`src/rtl/alu32_pkg.sv`:
```
// Shared ALU datapath definitions: divider FSM states, widths and a two's-complement helper.
package alu32_pkg;

    localparam int unsigned DIV_WIDTH = 32;
    localparam int unsigned DIV_ITERS = 32;
    localparam int unsigned DIV_CNT_W = 6;

    typedef logic [DIV_WIDTH-1:0] div_word_t;

    typedef enum logic [1:0] {
        IDLE = 2'd0,
        RUN  = 2'd1,
        FIX  = 2'd2,
        DONE = 2'd3
    } div_state_t;

    function automatic div_word_t neg32(input div_word_t v);
        return (~v) + {{(DIV_WIDTH-1){1'b0}}, 1'b1};
    endfunction

endpackage

```
`src/rtl/cla_adder32.sv`:
```
// 32-bit carry-lookahead adder/subtractor: 4-bit lookahead groups, group carries chained by G/P.
module cla_adder32 (
    input  logic [31:0] a,
    input  logic [31:0] b,
    input  logic        sub,
    output logic [31:0] sum,
    output logic        C32,
    output logic        of
);

    logic [31:0] bx;
    logic [31:0] g;
    logic [31:0] p;
    logic [31:0] cin_bit;
    logic [7:0]  grp_g;
    logic [7:0]  grp_p;
    logic [7:0]  grp_c;

    assign bx = b ^ {32{sub}};
    assign g  = a & bx;
    assign p  = a ^ bx;

    for (genvar gi = 0; gi < 8; gi++) begin : g_grp
        localparam int unsigned B = gi * 4;

        assign grp_p[gi] = &p[B+3:B];
        assign grp_g[gi] = g[B+3]
                         | (p[B+3] & g[B+2])
                         | (p[B+3] & p[B+2] & g[B+1])
                         | (p[B+3] & p[B+2] & p[B+1] & g[B]);

        assign cin_bit[B]   = grp_c[gi];
        assign cin_bit[B+1] = g[B] | (p[B] & grp_c[gi]);
        assign cin_bit[B+2] = g[B+1]
                            | (p[B+1] & g[B])
                            | (p[B+1] & p[B] & grp_c[gi]);
        assign cin_bit[B+3] = g[B+2]
                            | (p[B+2] & g[B+1])
                            | (p[B+2] & p[B+1] & g[B])
                            | (p[B+2] & p[B+1] & p[B] & grp_c[gi]);
    end

    // Group carries are built from group G/P only, so no bit carry feeds back into its own vector.
    always_comb begin
        logic c;
        grp_c = '0;
        c     = sub;
        for (int unsigned i = 0; i < 8; i++) begin
            grp_c[i] = c;
            c        = grp_g[i] | (grp_p[i] & c);
        end
        C32 = c;
    end

    assign sum = p ^ cin_bit;
    assign of  = cin_bit[31] ^ C32;

endmodule

```
`src/rtl/div32_seq.sv`:
```
// div32_seq: multi-cycle 32-bit restoring divider, one quotient bit per cycle, start/busy/done handshake.
// Signed (truncating) division is compiled in only when DIV32_SIGNED_EN is defined.
module div32_seq
    import alu32_pkg::*;
(
    input  logic                 clk,
    input  logic                 rst_n,
    input  logic                 start,
    input  logic                 sgn,
    input  logic [DIV_WIDTH-1:0] dividend,
    input  logic [DIV_WIDTH-1:0] divisor,
    output logic                 busy,
    output logic                 done,
    output logic [DIV_WIDTH-1:0] quotient,
    output logic [DIV_WIDTH-1:0] remainder,
    output logic                 dbz,
    output logic                 of
);

    div_state_t           state_q;
    div_state_t           state_d;
    logic [DIV_CNT_W-1:0] cnt_q;
    div_word_t            rem_q;
    div_word_t            quo_q;
    div_word_t            dsr_q;
    div_word_t            rem_sh;
    div_word_t            trial;
    div_word_t            op_a;
    div_word_t            op_b;
    logic                 trial_c32;
    logic                 adder_of_unused;
    logic                 take;
    logic                 last_iter;

    assign rem_sh    = {rem_q[DIV_WIDTH-2:0], quo_q[DIV_WIDTH-1]};
    assign last_iter = (cnt_q == DIV_CNT_W'(DIV_ITERS - 1));

    cla_adder32 u_trial_sub (
        .a   (rem_sh),
        .b   (dsr_q),
        .sub (1'b1),
        .sum (trial),
        .C32 (trial_c32),
        .of  (adder_of_unused)
    );

    // A 1 shifted out of R means the 33-bit partial remainder already exceeds any divisor.
    assign take = trial_c32 | rem_q[DIV_WIDTH-1];

`ifdef DIV32_SIGNED_EN
    logic sa;
    logic sb;
    logic ovf;
    logic neg_q_q;
    logic neg_r_q;
    logic of_pend_q;

    assign sa   = sgn & dividend[DIV_WIDTH-1];
    assign sb   = sgn & divisor[DIV_WIDTH-1];
    assign op_a = sa ? neg32(dividend) : dividend;
    assign op_b = sb ? neg32(divisor) : divisor;
    assign ovf  = sgn && (dividend == {1'b1, {(DIV_WIDTH-1){1'b0}}}) && (divisor == '1);
`else
    logic unused_sgn;

    assign unused_sgn = sgn;
    assign op_a       = dividend;
    assign op_b       = divisor;
`endif

    always_ff @(posedge clk) begin
        if (!rst_n) begin
            state_q <= IDLE;
        end else begin
            state_q <= state_d;
        end
    end

    always_comb begin
        state_d = state_q;
        busy    = 1'b0;
        done    = 1'b0;
        case (state_q)
            IDLE: begin
                if (start) begin
                    state_d = (divisor == '0) ? DONE : RUN;
                end
            end
            RUN: begin
                busy = 1'b1;
                if (last_iter) begin
                    state_d = FIX;
                end
            end
            FIX: begin
                busy    = 1'b1;
                state_d = DONE;
            end
            DONE: begin
                busy    = 1'b1;
                done    = 1'b1;
                state_d = IDLE;
            end
            default: state_d = IDLE;
        endcase
    end

    always_ff @(posedge clk) begin
        if (!rst_n) begin
            cnt_q     <= '0;
            rem_q     <= '0;
            quo_q     <= '0;
            dsr_q     <= '0;
            quotient  <= '0;
            remainder <= '0;
            dbz       <= 1'b0;
        end else begin
            case (state_q)
                IDLE: begin
                    if (start) begin
                        if (divisor == '0) begin
                            quotient  <= '1;
                            remainder <= dividend;
                            dbz       <= 1'b1;
                        end else begin
                            quo_q <= op_a;
                            dsr_q <= op_b;
                            rem_q <= '0;
                            cnt_q <= '0;
                            dbz   <= 1'b0;
                        end
                    end
                end
                RUN: begin
                    rem_q <= take ? trial : rem_sh;
                    quo_q <= {quo_q[DIV_WIDTH-2:0], take};
                    cnt_q <= cnt_q + 1'b1;
                end
                FIX: begin
`ifdef DIV32_SIGNED_EN
                    quotient  <= neg_q_q ? neg32(quo_q) : quo_q;
                    remainder <= neg_r_q ? neg32(rem_q) : rem_q;
`else
                    quotient  <= quo_q;
                    remainder <= rem_q;
`endif
                end
                default: ;
            endcase
        end
    end

`ifdef DIV32_SIGNED_EN
    always_ff @(posedge clk) begin
        if (!rst_n) begin
            neg_q_q   <= 1'b0;
            neg_r_q   <= 1'b0;
            of_pend_q <= 1'b0;
            of        <= 1'b0;
        end else begin
            if (state_q == IDLE && start) begin
                neg_q_q   <= sa ^ sb;
                neg_r_q   <= sa;
                of_pend_q <= ovf;
                of        <= 1'b0;
            end else if (state_q == FIX) begin
                of <= of_pend_q;
            end
        end
    end
`else
    assign of = 1'b0;
`endif

endmodule

```
`config.mk`:
```
export PLATFORM = sky130hd
export DESIGN_NAME = div32_seq
export DESIGN_NICKNAME = d
export VERILOG_FILES = /design/src/rtl/alu32_pkg.sv /design/src/rtl/cla_adder32.sv /design/src/rtl/div32_seq.sv
export SDC_FILE = /design/constraint.sdc
export NUM_CORES = 1
export LEC_CHECK = 0
export ABC_AREA = 1
export ABC_CLOCK_PERIOD_IN_PS = 3400
export CAP_MARGIN = 20
export CORE_AREA = 5 5 138 140
export CTS_CLUSTER_SIZE = 24
export DETAILED_ROUTE_END_ITERATION = 12
export DIE_AREA = 0 0 143 145
export GPL_TIMING_DRIVEN = 0
export PLACE_DENSITY = 0.86
export REMOVE_ABC_BUFFERS = 1
export SETUP_SLACK_MARGIN = 0.1
export SLEW_MARGIN = 20
export SYNTH_ARGS = -nofsm -noshare
export SYNTH_HDL_FRONTEND = slang
export SYNTH_HIERARCHICAL = 1
export SYNTH_SLANG_ARGS = --single-unit
```
`constraint.sdc`:
```
create_clock -name clk -period 3.4 [get_ports clk]
set_clock_uncertainty 0.2 [all_clocks]
set_input_delay 0.68 -clock clk [delete_from_list [all_inputs] [get_ports clk]]
set_output_delay 0.68 -clock clk [all_outputs]
set_load 0.005 [all_outputs]
```
### Word-level counts from Yosys, hierarchy flattened

Index checks and enable logic that the tools add are counted.

| storage, ports and cells | value |
|---|---|
| bits in registers | 169 |
| input port bits | 68 |
| output and inout bits | 68 |
| word-level logic and storage cells | 260 |

| cells by class | value |
|---|---|
| add/sub/neg operators | 1 |
| equal/unequal tests | 8 |
| mux-type cells | 23 |
| bitwise operators | 202 |
| reduce and logical (&&, ||, !) cells | 18 |

Operator list:

| cell | count |
|---|---|
| $mux W32 | 9 |
| $pmux W32 S2 | 4 |
| $and A1 B1 Y1 | 116 |
| $or A1 B1 Y1 | 81 |
| $xor A32 B32 Y32 | 2 |
| $and A32 B32 Y32 | 1 |
| $logic_not A32 Y1 | 1 |
| $not A32 Y32 | 1 |
| $reduce_and A4 Y1 | 8 |
| $mux W6 | 2 |
| $pmux W6 S2 | 1 |
| $reduce_and A3 Y1 | 3 |
| $ne A2 B2 Y1 const B | 4 |
| $pmux W2 S4 | 1 |
| $add A6 B1 Y6 const B | 1 |
| $eq A6 B5 Y1 const B | 1 |
| $mux W2 | 3 |
| $eq A2 B2 Y1 const B | 2 |
| $reduce_and A2 Y1 | 2 |
| $reduce_bool A2 Y1 | 2 |
| $mux W1 | 3 |
| $reduce_or A3 Y1 | 1 |
| $eq A2 B1 Y1 const B | 1 |
| $logic_not A2 Y1 | 1 |
| $not A1 Y1 | 1 |

### Longest topological paths before layout

Gate-level depths: netlist of run 1.

| logic depth | value |
|---|---|
| depth in word-level cells | 24 |
| mapped depth | 30 |
| depth with buffers taken out | 28 |

### Hierarchy

Netlist of run 1, hierarchy kept.

Modules (own cells, without submodules):

| module | times used | cells each | area an instance (sq um) | seq. area each (sq um) |
|---|---|---|---|---|
| div32_seq | 1 | 1205 | 7820.0 | 3383.2 |
| cla_adder32 | 1 | 239 | 1660.3 | 0.0 |

### Worst setup path after synthesis of run 1

No wires, ideal clock.

| path | value |
|---|---|
| kind | reg2reg |
| from | register dsr_q[6] |
| to | register rem_q[12] |
| library setup time | 0.064 ns |
| arrival time | 2.758 ns |
| required time | 3.136 ns |
| slack | 0.378 ns |
| stages on the path, launching flop included | 28 |
| buffers on the path | 1 |
| period minus slack after synthesis | 3.022 ns |
| cells stage by stage | dfxtp_1 -> xor2_1 -> ha_1 -> nand2_1 -> inv_1 -> and3_1 -> nor2_1 -> nand2_1 -> nand2_1 -> nand2_1 -> nand2_1 -> nand2_1 -> nand2_1 -> nand2_1 -> nand2_1 -> nand2_2 -> nand2_2 -> nand2_4 -> nand2_1 -> nand2_2 -> nor2_1 -> clkbuf_1 -> nor2_1 -> nor2_1 -> o21ai_0 -> nand2_1 -> nand2_1 -> nor2_1 |

| on the way | value |
|---|---|
| longest elaborated chain between the ends | 22 |
| elaborated cells between the ends (all ways) | 30 |
| those cells by class | mux: 2; bitwise: 27; reduce/logical: 1 |

RTL lines:

| item | line | source |
|---|---|---|
| start, declared | div32_seq.sv:25 | `div_word_t dsr_q;` |
| start signal, assigned | div32_seq.sv:127 | `dsr_q <= op_b;` |
| $not A32 Y32 (no line) (*) | n/a |  |
| $and A32 B32 Y32 or $xor A32 B32 Y32 (tied branches) | cla_adder32.sv:20, cla_adder32.sv:21 |  |
| $and A1 B1 Y1, on equally long branches | cla_adder32.sv:28, cla_adder32.sv:29, cla_adder32.sv:30 |  |
| $or A1 B1 Y1, or another cell as far along | cla_adder32.sv:28 | `\| (p[B+3] & g[B+2])` |
| $or A1 B1 Y1 or $and A1 B1 Y1 (tied branches) | cla_adder32.sv:29, cla_adder32.sv:30 |  |
| $or A1 B1 Y1 | cla_adder32.sv:30 | `\| (p[B+3] & p[B+2] & p[B+1] & g[B]);` |
| $or A1 B1 Y1 (*) | cla_adder32.sv:50 | `c = grp_g[i] \| (grp_p[i] & c);` |
| $and A1 B1 Y1 (*) | cla_adder32.sv:50 |  |
| [... 7 more ...] | n/a |  |
| $and A1 B1 Y1 (*) | cla_adder32.sv:50 |  |
| $or A1 B1 Y1 (*) | cla_adder32.sv:50 |  |
| $and A1 B1 Y1 (*) | cla_adder32.sv:50 |  |
| $or A1 B1 Y1 (*) | cla_adder32.sv:50 |  |
| named net trial_c32 | div32_seq.sv:30 | `logic trial_c32;` |
| $or A1 B1 Y1 (*) | div32_seq.sv:48 | `assign take = trial_c32 \| rem_q[DIV_WIDTH-1];` |
| $mux W32 (*) | div32_seq.sv:135 | `rem_q <= take ? trial : rem_sh;` |
| $pmux W32 S2 (*) | div32_seq.sv:118 | `case (state_q)` |
| end signal, assigned | div32_seq.sv:135 |  |
| end, declared | div32_seq.sv:23 | `div_word_t rem_q;` |

The timed path passes the listed nets; every way through them passes the cells marked *.
A chain may end at the register's enable or synchronous reset.

### Worst setup path after layout of run 1

| path | value |
|---|---|
| from | register dsr_q[7] |
| to | register rem_q[27] |

| on the way | value |
|---|---|
| longest elaborated chain between the ends | 22 |
| elaborated cells between the ends (all ways) | 32 |
| those cells by class | mux: 2; bitwise: 29; reduce/logical: 1 |

RTL lines:

| item | line | source |
|---|---|---|
| $not A32 Y32 (no line) (*) | n/a |  |
| $xor A32 B32 Y32 | cla_adder32.sv:21 | `assign p = a ^ bx;` |
| $and A1 B1 Y1, on equally long branches | cla_adder32.sv:28, cla_adder32.sv:29, cla_adder32.sv:30 |  |
| $or A1 B1 Y1, or another cell as far along | cla_adder32.sv:28 |  |
| $or A1 B1 Y1 or $and A1 B1 Y1 (tied branches) | cla_adder32.sv:29, cla_adder32.sv:30 |  |
| $or A1 B1 Y1 | cla_adder32.sv:30 |  |
| $or A1 B1 Y1 (*) | cla_adder32.sv:50 |  |
| $and A1 B1 Y1 (*) | cla_adder32.sv:50 |  |
| [... 7 more ...] | n/a |  |
| $and A1 B1 Y1 (*) | cla_adder32.sv:50 |  |
| $or A1 B1 Y1 (*) | cla_adder32.sv:50 |  |
| $and A1 B1 Y1 (*) | cla_adder32.sv:50 |  |
| $or A1 B1 Y1 (*) | cla_adder32.sv:50 |  |
| named net trial_c32 | div32_seq.sv:30 |  |
| $or A1 B1 Y1 (*) | div32_seq.sv:48 |  |
| $mux W32 (*) | div32_seq.sv:135 |  |
| $pmux W32 S2 (*) | div32_seq.sv:118 |  |

Marks and branches as above.

==> run_results.csv, run 1 <==
group,metric,value,unit
drt,drc,0,
power,p_int,6.19,mW
cells_and_area,nets,1647,
place,place_inst,1712,
synth,syn_area,9460,sq um
cells_and_area,drive_above_1_share,0.0866,
clock_network,clock_path_buffers,2,
drt,dr.first_iter.drc_count,809,
drt,num_vias,9688,
sta,max_freq,0.300,GHz
cells_and_area,final_cell_mix,"308 x nand2_1, 231 x nor2_1, 165 x dfxtp_1",
sta,hold_viol,0,
critical_path,startpoint_type,"flip-flop",
cells_and_area,final_cells,1777,
place,port_buffers,133,
cells_and_area,layout_commonest_cell,"nand2_1",
sta,min_period,3330,ps
cells_and_area,fillers,1433,
critical_path,r2r_cells,29,
hold_path,hold_path.class,"reg2reg",
synth,syn_inst,1439,
synth,avgSynthCellArea,6.57,sq um
critical_path,worstSetupPathType,"reg2reg",
sta,finalSetupViolCount,0,
grt,antenna_found_initial,1,
grt,grt_pass1_vias,8764,
power,p_comb_frac,0.546,
run,drv_cap,0,
clock_network,htree_levels,4,
critical_path,crit_top_cell,"nand2_2",
sta,slew_headroom,0.396,
power,power_switching,4.93,mW
critical_path,reg2reg_setup_slack,70,ps
run_status,status,"complete, no violations",
power,swShare,0.443,
clock_network,clockRootBuffer,"clkbuf_16",
grt,grt_overflow,0,
sta,period_share,0.979,
critical_path,reg2reg_to,"rem_q[27]",
floorplanning,die_area,20700,sq um
critical_path,critical-path-max-stage-delay,320,ps
critical_path,endpoint_kind,"flip-flop",
place,gp_congestion,0.818,
sta,final.setup.tns,0,ps
power,irDropWorstVdd,0.561,mV
clock_network,cts_made_buffers,17,
grt,grt_pass1_wl,42.4,mm
grt,grt_max_degree,78,
drt,viasPerCell,5.45,
synth,yosys_warnings,6,
place,hpwl,16.4,mm
sta,finalMaxSlewViolations,0,
hold_path,hold_path_depth,2,
drt,firstDrtPassIters,5,
drt,wirelength,27.1,mm
floorplanning,die_h,145,um
sta,worstMarginPinSlew,906,ps
floorplanning,start_util,0.534,
power,seq_power_share,0.276,
sta,rsz0062_at_grt,"true",
clock_network,cts_num_sinks,169,
grt,grt_usage,0.245,
drt,drt-wirelength-per-cell,15.3,um
power,p_leak,4.89,nW
floorplanning,ios,136,
hold_path,hold_start,"remainder[8]",
critical_path,r2r_start,"dsr_q[7]",
floorplanning,core,17700,sq um
clock_network,cts_tree,"yes",
power,p_per_area,926,nW/um^2
critical_path,worstPathRequired,3570,ps
critical_path,cp_max_fo,4,
floorplanning,fp.dieW,143,um
hold_path,hold_end,"remainder[8]",
critical_path,cp.arrival,3500,ps
power,p_clk_frac,0.178,
clock_network,clock_latency,430,ps
critical_path,cpMaxStageDelayCell,"dfxtp_2",
cells_and_area,syn2layout_area_growth,26.8,%
floorplanning,row_count,49,
clock_network,clk_pin_slew,60,ps
drt,ant_nets,0,
per-stage QoR:
stage           util  setup slack [ps]  power, mW  area, sq um  hold WS, ps
6_report       0.677              70.9       11.1        12000          283
5_1_grt        0.677              -112       11.9        12000          304
4_1_cts        0.663              5.21       10.5        11700          284
3_5_place_dp   0.615              -793       7.97        10900          274
3_3_place_gp   0.602             -4360       7.72        10700          270
2_1_floorplan      -             -1580       6.47         9050          275
final cells by class:
class                      count  area (sq um)  share of cell area
timing repair buffer         168          1790               0.149
sequential                   169          3390               0.282
multi-input combinational   1058          5480               0.456
tap                          229           287              0.0239
clock buffer                  18           439              0.0366
inverter                     119           453              0.0377
clock inverter                14           163              0.0136
antenna                        1          2.50            0.000209
timing repair inverter         1          7.51            0.000626
layer usage:
metal,wire length [um],GRT usage,vias up
met4,876,0.0870,0
li1,-,-,4767
met1,11200,0.320,4426
met5,0,0,-
met2,13100,0.408,406
met3,2040,0.0408,89
critical path, delay by kind of cell, from the launching register on:
family                   cells  cell delay [ps]
buffers and inverters        3              320
XOR/XNOR                     1              140
adder cells (fa/ha/maj)      1              300
AND/OR/NAND/NOR             23             1890
AO/OA/AOI/OAI                1               70
flip-flops                   1              320
flip-flops by register name, indices dropped and copies added (netlist names):
signal     flops
dbz            1
dsr_q         32
rem_q         32
remainder     32
quo_q         32
state_q        2
cnt_q          6
quotient      32
power by group through the flow:
stage	Clock [mW]	Sequential, mW	Combinational [mW]
2_1_floorplan	0	2.94	3.53
3_3_place_gp	0	3.03	4.69
3_5_place_dp	0	3.06	4.91
4_1_cts	1.99	3.04	5.48
5_1_grt	2.09	3.14	6.67
6_report	1.98	3.07	6.07
how the worst max path moves through the flow:
stage	from	to	depth (start not counted)
global route	dsr_q[6]	rem_q[27]	29
finish	dsr_q[7]	rem_q[27]	29
floorplan	state_q[0]	quotient[0]	6
CTS	dsr_q[7]	rem_q[19]	26
global placement	state_q[0]	remainder[3]	6
detailed placement	dsr_q[7]	rem_q[14]	25
repair_timing:
item | CTS | global route
hold buffers | 0 | 0
gates cloned | 3 | 2
hold endpoints to repair | 0 | 0
gates resized for setup | 45 | 45
buffers inserted | 17 | 10
pin swaps | 9 | 23
setup endpoints to repair | 37 | 130
Power figures use the tool's default switching activity.
==> run 2, diff against run 1 <==
--- a/config.mk
+++ b/config.mk
@@ -8,12 +8,12 @@
 export ABC_AREA = 1
 export ABC_CLOCK_PERIOD_IN_PS = 3400
 export CAP_MARGIN = 20
-export CORE_AREA = 5 5 138 140
+export CORE_AREA = 5 5 184 186
 export CTS_CLUSTER_SIZE = 24
 export DETAILED_ROUTE_END_ITERATION = 12
-export DIE_AREA = 0 0 143 145
+export DIE_AREA = 0 0 189 191
 export GPL_TIMING_DRIVEN = 0
-export PLACE_DENSITY = 0.86
+export PLACE_DENSITY = 0.56
 export REMOVE_ABC_BUFFERS = 1
 export SETUP_SLACK_MARGIN = 0.1
 export SLEW_MARGIN = 20
==> run_results.csv, run 2 (synthesized netlist as in run 1, its figures left out) <==
group,metric,value,unit
critical_path,endpoint_kind,"flip-flop",
drt,ant_nets,0,
grt,antenna_found_initial,4,
critical_path,r2r_start,"dsr_q[7]",
grt,grt_max_degree,82,
floorplanning,ios,136,
sta,finalSetupViolCount,0,
sta,period_share,0.964,
grt,grt_overflow,0,
critical_path,startpoint_type,"flip-flop",
clock_network,cts_made_buffers,17,
drt,drt-wirelength-per-cell,14.6,um
grt,gr-usage-met3,0.0363,
cells_and_area,syn2layout_area_growth,29.1,%
sta,max_freq,0.305,GHz
floorplanning,start_util,0.295,
hold_path,hold_path.class,"reg2reg",
clock_network,htree_levels,4,
grt,grt_pass1_wl,45.6,mm
run,drv_cap,0,
cells_and_area,fillers,3422,
drt,wirelength,28.4,mm
clock_network,clk_pin_slew,70,ps
power,irDropWorstVdd,0.345,mV
grt,grtUsageMet2,0.265,
floorplanning,die_area,36100,sq um
cells_and_area,layout_commonest_cell,"nand2_1",
drt,drc,0,
floorplanning,row_count,66,
clock_network,cts_num_sinks,169,
cells_and_area,final_cell_mix,"310 x nand2_1, 230 x nor2_1, 166 x dfxtp_1",
critical_path,startpoint,"dsr_q[7]",
cells_and_area,drive_above_1_share,0.0810,
clock_network,clock_latency,430,ps
hold_path,hold_start,"quotient[0]",
grt,met1_usage,0.194,
place,port_buffers,133,
drt,dr.first_iter.drc_count,445,
drt,firstDrtPassIters,5,
grt,grt_usage,0.154,
place,pre_cts_slack,-476,ps
cells_and_area,nets,1643,
sta,hold_ws,281,ps
critical_path,worstPathRequired,3520,ps
place,hpwl,18.7,mm
run_status,status,"complete, no violations",
floorplanning,fp.dieW,189,um
floorplanning,core,32100,sq um
sta,rsz0062_at_grt,"true",
floorplanning,die_h,191,um
sta,finalMaxSlewViolations,0,
sta,worstMarginPinSlew,1020,ps
grt,grt_pass1_vias,8639,
clock_network,clockRootBuffer,"clkbuf_16",
clock_network,holdBufCountCts,0,
sta,slew_headroom,0.319,
sta,min_period,3280,ps
clock_network,clock_path_buffers,2,
power,p_leak,4.89,nW
grt,grt.busiest_layer,"met2",
critical_path,cp.arrival,3400,ps
critical_path,cp_max_fo,5,
drt,viasPerCell,4.66,
place,gp_congestion,0.820,
sta,hold_viol,0,
drt,num_vias,9091,
power,p_per_area,896,nW/um^2
sta,fin_ws,122,ps
place,placed_area,11200,sq um
critical_path,worstSetupPathType,"reg2reg",
cells_and_area,final_area,12200,sq um
clock_network,cts_tree,"yes",
cells_and_area,fin_util,0.380,
## run 2: cell types whose count changed in the layout (fill, tap and decap cells not counted), moves of 2 or more
cell / change
buf_12: +4
o21ai_2: +2
buf_4: -2
inv_6: -3
clkbuf_16: +2
o21ai_0: -5
clkinvlp_4: +2
nand2_1: +2
clkinv_2: +2
nand2_8: -2
o21ai_1: +2
buf_6: -5
## run 2: timing repair
| item | 4_1_cts | 5_1_grt |
|---|---|---|
| setup buffers | 11 | 10 |
| setup endpoints to repair | 95 | 34 |
| cloned | 2 | 2 |
| gates resized for setup | 13 | 64 |
| pin swaps | 4 | 15 |
## run 2: cell type report
class / instances / area, sq um / share of cell area
timing repair buffer: 167 / 1870 / 0.153
multi-input combinational: 1055 / 5410 / 0.443
timing repair inverter: 1 / 7.51 / 0.000615
clock inverter: 13 / 123 / 0.0100
inverter: 119 / 455 / 0.0373
sequential: 169 / 3390 / 0.277
clock buffer: 19 / 453 / 0.0371
tap: 408 / 510 / 0.0418
antenna: 1 / 2.50 / 0.000205
## run 2: path summary, 6_finish.rpt
check                end  slack, ps  cells past startpoint
min reg2reg  quotient[0]        280                      2
max            rem_q[15]        120                     27
max reg2reg    rem_q[15]        120                     27
min          quotient[0]        280                      2
## run 2: through the flow
step	cells	power (mW)	setup TNS, ps
2_1_floorplan	1343	6.47	-195660
3_3_place_gp	1884	7.94	-698000
3_5_place_dp	1894	8.15	-47550
4_1_cts	1939	10.5	0
5_1_grt	1952	11.9	-1650
6_report	1952	10.9	0
## run 2: critical path: stages, from the launching register on
cell	delay, ps
dfxtp_2	320
xor2_1	140
ha_1	280
nand2_2	100
inv_2	40
and3_4	140
nor2_4	100
nand2_2	70
nand2_2	80
nand2_2	60
nand2_2	60
nand2_2	60
nand2_2	70
nand2_2	60
nand2_2	70
nand2_2	60
nand2_2	90
nand2_4	70
nand2_2	70
nand2_2	60
nor2_4	130
buf_12	150
clkinvlp_4	170
clkbuf_16	210
o21ai_2	110
nand2_1	60
nand2_1	80
nor2_1	50
## run 2: where the power goes
group / total [mW] / switching, mW / internal [mW]
clock: 1.91 / 0.854 / 1.05
combinational: 5.98 / 3.37 / 2.61
sequential: 3.05 / 0.505 / 2.55
total: 10.9 / 4.73 / 6.21
## run 2: routing by layer
layer	part of all wire	vias up
li1	-	4757
met1	0.45	4109
met2	0.48	186
met3	0.051	33
met4	0.017	6
met5	0.0014	-
